## config.mk

```make
export PLATFORM = sky130hd
export DESIGN_NAME = rx_timer
export DESIGN_NICKNAME = d
export VERILOG_FILES = /design/src/rtl/rx_timer_pkg.sv /design/src/rtl/flex_counter.sv /design/src/rtl/rx_timer.sv
export SDC_FILE = /design/constraint.sdc
export NUM_CORES = 1
export LEC_CHECK = 0
export BUFFER_PORTS_ARGS = -buffer_cell sky130_fd_sc_hd__buf_2
export CORE_AREA = 2 2 39 41
export CTS_BUF_LIST = sky130_fd_sc_hd__clkbuf_8 sky130_fd_sc_hd__clkbuf_16
export DETAILED_ROUTE_END_ITERATION = 10
export DIE_AREA = 0 0 41 43
export PLACE_DENSITY = 0.88
export SYNTH_ARGS = -nofsm -noshare
export SYNTH_HDL_FRONTEND = slang
export SYNTH_HIERARCHICAL = 1
export SYNTH_SLANG_ARGS = --single-unit
```

## constraint.sdc

```tcl
create_clock -name clk -period 6.2 [get_ports clk]
set_clock_uncertainty 0.15 [all_clocks]
set_input_delay 0.31 -clock clk [delete_from_list [all_inputs] [get_ports clk]]
set_output_delay 0.31 -clock clk [all_outputs]
set_load 0.01 [all_outputs]
```

## src/rtl/rx_timer_pkg.sv

```systemverilog
// Shared types and default constants for the serial receive bit timer.
// Latency: n/a (declarations only).
// Backpressure: n/a (declarations only).
package rx_timer_pkg;

  // Timer sequencing states
  typedef enum logic [1:0] {
    IDLE  = 2'd0,
    COUNT = 2'd1,
    DONE  = 2'd2
  } state_e;

  // Default timing: 10 clocks per bit, sample mid-bit, 8 data bits + stop
  localparam int DEF_CLKS_PER_BIT    = 10;
  localparam int DEF_SAMPLE_POS      = 5;
  localparam int DEF_BITS_PER_PACKET = 9;

  // Bit index width covers up to 15 bit periods per packet
  localparam int BIT_IDX_W = 4;

endpackage

```

## src/rtl/flex_counter.sv

```systemverilog
// Generic counter: counts 1..rollover_val then wraps to 1; clear forces 0.
// Latency: count_out reflects clear/count_enable one clock after they are sampled.
// Backpressure: none; holds its value whenever count_enable is low.
module flex_counter #(
  parameter int NUM_CNT_BITS = 4
) (
  input  logic                    clk,
  input  logic                    n_rst,
  input  logic                    clear,
  input  logic                    count_enable,
  input  logic [NUM_CNT_BITS-1:0] rollover_val,
  output logic [NUM_CNT_BITS-1:0] count_out
);

  logic [NUM_CNT_BITS-1:0] count_q;
  logic [NUM_CNT_BITS-1:0] count_d;

  // Next count: clear wins, otherwise step and wrap back to 1 at rollover
  always_comb begin
    count_d = count_q;
    if (clear) begin
      count_d = '0;
    end else if (count_enable) begin
      if (count_q == rollover_val) begin
        count_d = NUM_CNT_BITS'(1);
      end else begin
        count_d = count_q + NUM_CNT_BITS'(1);
      end
    end
  end

  // Count register with asynchronous clear on reset
  always_ff @(posedge clk or negedge n_rst) begin
    if (!n_rst) begin
      count_q <= '0;
    end else begin
      count_q <= count_d;
    end
  end

  assign count_out = count_q;

endmodule

```

## src/rtl/rx_timer.sv

```systemverilog
// Times one serial packet: strobes once per bit at SAMPLE_POS, pulses packet_done at the end.
// Latency: first strobe SAMPLE_POS-1 clocks after the start edge; done BITS_PER_PACKET*CLKS_PER_BIT after it.
// Backpressure: none; dropping enable_timing mid-packet aborts to IDLE without packet_done.
module rx_timer
  import rx_timer_pkg::*;
#(
  parameter int CLKS_PER_BIT    = DEF_CLKS_PER_BIT,
  parameter int SAMPLE_POS      = DEF_SAMPLE_POS,
  parameter int BITS_PER_PACKET = DEF_BITS_PER_PACKET
) (
  input  logic                 clk,
  input  logic                 n_rst,
  input  logic                 enable_timing,
  output logic                 shift_strobe,
  output logic                 packet_done,
  output logic                 busy,
  output logic [BIT_IDX_W-1:0] bit_idx
);

  localparam int CNT_W = $clog2(CLKS_PER_BIT + 1);

  localparam logic [CNT_W-1:0]     CLK_ROLL = CNT_W'(CLKS_PER_BIT);
  localparam logic [CNT_W-1:0]     SAMPLE_V = CNT_W'(SAMPLE_POS);
  localparam logic [BIT_IDX_W-1:0] LAST_BIT = BIT_IDX_W'(BITS_PER_PACKET - 1);
  // Bit counter never reaches this; the FSM clears it after the last bit
  localparam logic [BIT_IDX_W-1:0] BIT_ROLL = '1;

  // Reject parameter sets outside the supported timing range
  if (CLKS_PER_BIT < 2 || CLKS_PER_BIT > 255) begin : g_bad_clks_per_bit
    $error("rx_timer: CLKS_PER_BIT=%0d outside 2..255", CLKS_PER_BIT);
  end
  if (SAMPLE_POS < 1 || SAMPLE_POS > CLKS_PER_BIT) begin : g_bad_sample_pos
    $error("rx_timer: SAMPLE_POS=%0d outside 1..CLKS_PER_BIT", SAMPLE_POS);
  end
  if (BITS_PER_PACKET < 1 || BITS_PER_PACKET > 15) begin : g_bad_bits_per_packet
    $error("rx_timer: BITS_PER_PACKET=%0d outside 1..15", BITS_PER_PACKET);
  end

  state_e               state_q;
  state_e               state_d;
  logic [CNT_W-1:0]     clk_cnt;
  logic                 clk_clr;
  logic                 clk_en;
  logic                 bit_clr;
  logic                 bit_en;
  logic                 bit_end;
  logic                 last_bit;

  assign bit_end  = (clk_cnt == CLK_ROLL);
  assign last_bit = (bit_idx == LAST_BIT);

  // Next state and counter controls; counters sit at 0 whenever not counting
  always_comb begin
    state_d = state_q;
    clk_clr = 1'b0;
    clk_en  = 1'b0;
    bit_clr = 1'b0;
    bit_en  = 1'b0;
    case (state_q)
      IDLE: begin
        bit_clr = 1'b1;
        if (enable_timing) begin
          // Clock counter is 0 in IDLE, so one enabled step loads 1
          state_d = COUNT;
          clk_en  = 1'b1;
        end else begin
          clk_clr = 1'b1;
        end
      end
      COUNT: begin
        if (!enable_timing) begin
          state_d = IDLE;
          clk_clr = 1'b1;
          bit_clr = 1'b1;
        end else if (bit_end && last_bit) begin
          state_d = DONE;
          clk_clr = 1'b1;
          bit_clr = 1'b1;
        end else begin
          clk_en = 1'b1;
          bit_en = bit_end;
        end
      end
      DONE: begin
        state_d = IDLE;
        clk_clr = 1'b1;
        bit_clr = 1'b1;
      end
      default: begin
        state_d = IDLE;
        clk_clr = 1'b1;
        bit_clr = 1'b1;
      end
    endcase
  end

  // State register, forced to IDLE by reset
  always_ff @(posedge clk or negedge n_rst) begin
    if (!n_rst) begin
      state_q <= IDLE;
    end else begin
      state_q <= state_d;
    end
  end

  flex_counter #(
    .NUM_CNT_BITS (CNT_W)
  ) u_clk_cnt (
    .clk          (clk),
    .n_rst        (n_rst),
    .clear        (clk_clr),
    .count_enable (clk_en),
    .rollover_val (CLK_ROLL),
    .count_out    (clk_cnt)
  );

  flex_counter #(
    .NUM_CNT_BITS (BIT_IDX_W)
  ) u_bit_cnt (
    .clk          (clk),
    .n_rst        (n_rst),
    .clear        (bit_clr),
    .count_enable (bit_en),
    .rollover_val (BIT_ROLL),
    .count_out    (bit_idx)
  );

  // Outputs decode registered state only, so they are glitch-free and reset to 0
  assign busy         = (state_q == COUNT);
  assign shift_strobe = (state_q == COUNT) && (clk_cnt == SAMPLE_V);
  assign packet_done  = (state_q == DONE);

endmodule
```

==> impl_metrics.py <==
metrics = {
    "placement": {
        "preCtsSetupSlack_ps": 3810,
        "hpwl_mm": 1.10,
        "io_buffers": 9,
        "gp_congestion": 0.810,
    },
    "worst_hold_path": {
        "holdCritStartpoint": "enable_timing",
        "hp_class": "primary input to flip-flop",
        "min_delay_path_depth": 2,
        "min_delay_worst_endpoint": "state_q[1]",
    },
    "detailed_routing": {
        "vias": 620,
        "detailed_route_wire_length_mm": 1.55,
        "drc": 0,
        "vias_per_cell": 5.85,
        "total_iterations_of_the_first_detailed_routing_run": 4,
        "postRouteAntennaNets": 0,
        "routedWlPerCell_um": 14.7,
        "drt_first_iter_violations": 11,
    },
    "critical_path": {
        "worstReg2RegEnd": "u_clk_cnt/count_out[2]",
        "cp-end-kind": "flip-flop",
        "critical_path_buf_inv_count": 0,
        "crit_chain": "nor4b_4, a311oi_1, nand2_1, mux2_2, o32ai_1",
        "critPathKind": "flip-flop to flip-flop",
        "crit_arrival_ps": 2450,
        "crit_family": "compound AO/OA/AOI/OAI gates",
        "critical_path_peak_fanout": 9,
        "r2r_cells": 5,
        "worstReg2RegStart": "u_bit_cnt/count_out[3]",
        "crit_slowest_cell": "sky130_fd_sc_hd__a311oi_1",
        "slowest_delay_ps": 980,
        "worstSetupStartpointType": "flip-flop",
        "r2r_setup_slk_ps": 3740,
        "worstPathRequired_ps": 6190,
    },
    "synth": {
        "synth_seq_area_share_pct": 33.5,
        "netlist.top_cell.by_area": "sky130_fd_sc_hd__dfrtp_1",
        "ys_warn_count": 6,
        "synth.cell_area_um2": 747,
        "post_synth_inst_count": 72,
        "synth.lib_cells_used.distinct": 27,
        "synth_seq_cells": 10,
        "synth.top_cells.by_area": "sky130_fd_sc_hd__dfrtp_1, sky130_fd_sc_hd__xor2_1, sky130_fd_sc_hd__o32ai_1",
        "synthDominantCellAreaShare_pct": 33.5,
        "synth_area_per_cell_um2": 10.4,
    },
    "timing": {
        "fin_crit_ps": 2460,
        "worst_pin_slew_ps": 1150,
        "slew-limit-headroom_pct": 23.1,
        "setup_viol_count_final": 0,
        "rsz0062_at_grt": "false",
        "max_clock_freq_ghz": 0.406,
        "timing.final.max_slew_violations": 0,
        "hold_viol_final": 0,
        "timing.final.crit_share_pct": 39.7,
        "worst_slack_ps": 3740,
        "fin_tns_setup_ps": 0,
    },
    "global_routing": {
        "first_global_vias": 590,
        "grt_overflow": 0,
        "grt_max_degree": 11,
        "grt_first_pass_wirelength_mm": 2.55,
        "globalRouteTotalUtil_pct": 21.8,
        "grt_antenna_before_repair": 0,
    },
    "pwr": {
        "cellPowerDensity_nw_per_um2": 192,
        "worst_ir_drop_vdd_uv": 112,
        "leakage_uw": 0.000394,
    },
    "layout": {
        "area.growth.synth_to_final_pct": 19.1,
        "post_route_cells_drive_above_1_share_pct": 25.6,
        "layout.cells.most_common_list": "sky130_fd_sc_hd__dfrtp_1, sky130_fd_sc_hd__buf_2, sky130_fd_sc_hd__xor2_1, sky130_fd_sc_hd__conb_1",
        "fillers": 103,
        "antennaDiodeCount": 0,
        "layout.area.seq_um2": 250,
        "most_common_cell_after_layout_fill_and_taps_aside": "sky130_fd_sc_hd__dfrtp_1",
        "multi_input_comb_area_um2": 498,
        "finish.net_count": 96,
    },
    "floorplan": {
        "number_of_i_o_pins": 10,
        "design.die.area_um2": 1760,
        "die_y_um": 43,
        "chip_width_um": 41,
        "placement_rows": 14,
        "design.core.area_um2": 1380,
        "initial_util_pct": 54.0,
    },
    "outcome": {
        "run_status": "finished clean",
    },
    "flow_run": {
        "drv.max_cap_violation_count": 0,
    },
    "clock_network": {
        "clk_path_buf_depth": 2,
        "numCtsBuffers": 3,
        "clock_tree_from_tritoncts": "done",
        "clock-root-buffer": "sky130_fd_sc_hd__clkbuf_8",
        "postCtsSetupBuffers": 0,
        "cts_max_level": 1,
        "clkSlewWorstSetupHoldPaths_ps": 50,
        "clock-sinks": 10,
        "insertion_delay_ps": 240,
    },
}
## where the power goes
part	leakage [µW]	internal [µW]	switching, µW
registers	0.000136	67.0	3.33
clock network	0.0000288	55.9	26.9
logic	0.000230	7.49	10.3
## sequential cells by signal, summed over array words and instances (netlist names)
signal               cells
u_clk_cnt/count_out      4
u_bit_cnt/count_out      4
state_q                  2
## stage by stage
stage	std cells	hold slack, ps	total power [µW]	cell area, µm²	util (%)
floorplan	78	-136	83.2	769	-
global placement	101	34.6	87.2	825	59.6
detailed placement	101	36.4	88.1	825	59.6
CTS	106	226	172	890	64.3
global route	106	233	179	890	64.3
finish	106	233	171	890	64.3
## layout make-up
class,instances,area share [%]
clock buffers,4,6.19
inverters,3,1.27
multi-input cells,63,56.0
flip-flops and latches,10,28.1
well taps,16,2.25
repair buffers,10,6.19
## layer usage
| metal | track usage, % | up-vias | part of all wire (%) |
|---|---|---|---|
| li1 | - | 292 | - |
| met4 | 10.7 | 0 | 1.7 |
| met3 | 5.76 | 5 | 4.8 |
| met2 | 34.4 | 24 | 52 |
| met1 | 25.9 | 299 | 42 |
| met5 | 0 | - | 0 |
## worst max-delay path by stage
| stage | to | cells after the start | start | slack [ps] |
|---|---|---|---|---|
| after CTS | u_clk_cnt/count_out[2] | 5 | u_bit_cnt/count_out[3] | 3730 |
| after detailed placement | u_clk_cnt/count_out[2] | 5 | u_bit_cnt/count_out[3] | 3810 |
| after floorplan | u_bit_cnt/count_out[2] | 6 | u_clk_cnt/count_out[0] | 4250 |
| after global placement | u_clk_cnt/count_out[2] | 5 | u_clk_cnt/count_out[3] | 3930 |
| final | u_clk_cnt/count_out[2] | 5 | u_bit_cnt/count_out[3] | 3740 |
| after global routing | u_clk_cnt/count_out[2] | 5 | u_bit_cnt/count_out[3] | 3480 |
## logic make-up after synthesis
| family | share of synthesized area, % |
|---|---|
| and+or+nand+nor | 28.6 |
| AOI/OAI and AO/OA | 15.6 |
| DFF | 33.5 |
| xor gates and xnor gates | 9.38 |
| buffers and inverters | 2.85 |
| muxes | 5.70 |
| adders and majority gates | 3.35 |
| other | 1.01 |
## synthesized netlist by cell type
cell type and instances:
sky130_fd_sc_hd__nor4_2 2, sky130_fd_sc_hd__mux2_2 2, sky130_fd_sc_hd__o21a_1 2, sky130_fd_sc_hd__dfrtp_1 10, sky130_fd_sc_hd__nor4bb_4 1, sky130_fd_sc_hd__ha_1 2, sky130_fd_sc_hd__nor2_1 6, sky130_fd_sc_hd__nand3_1 2
sky130_fd_sc_hd__o32ai_1 4, sky130_fd_sc_hd__nand2_1 6, sky130_fd_sc_hd__nor4b_4 1, sky130_fd_sc_hd__a311oi_1 2, sky130_fd_sc_hd__mux2i_1 2, sky130_fd_sc_hd__conb_1 2, sky130_fd_sc_hd__a21o_2 1, sky130_fd_sc_hd__and4_1 1
sky130_fd_sc_hd__nand2b_1 2, sky130_fd_sc_hd__and2_1 1, sky130_fd_sc_hd__buf_2 2, sky130_fd_sc_hd__nor2b_1 2, sky130_fd_sc_hd__nand3b_1 3, sky130_fd_sc_hd__inv_1 3, sky130_fd_sc_hd__nor4bb_1 1, sky130_fd_sc_hd__xor2_1 8
sky130_fd_sc_hd__a2111oi_2 2, sky130_fd_sc_hd__a311o_1 1, sky130_fd_sc_hd__nor3b_2 1
## worst reg2reg max path, cell delays in order, from the launching register on
cell and delay, ps:
sky130_fd_sc_hd__dfrtp_1 430, sky130_fd_sc_hd__nor4b_4 180, sky130_fd_sc_hd__a311oi_1 980, sky130_fd_sc_hd__nand2_1 100, sky130_fd_sc_hd__mux2_2 300, sky130_fd_sc_hd__o32ai_1 220
## what timing repair did
item,CTS,global route
hold buffers,1,0
resized for setup,0,0
hold endpoints to repair,10,0
(Power assumes the default switching activity.)
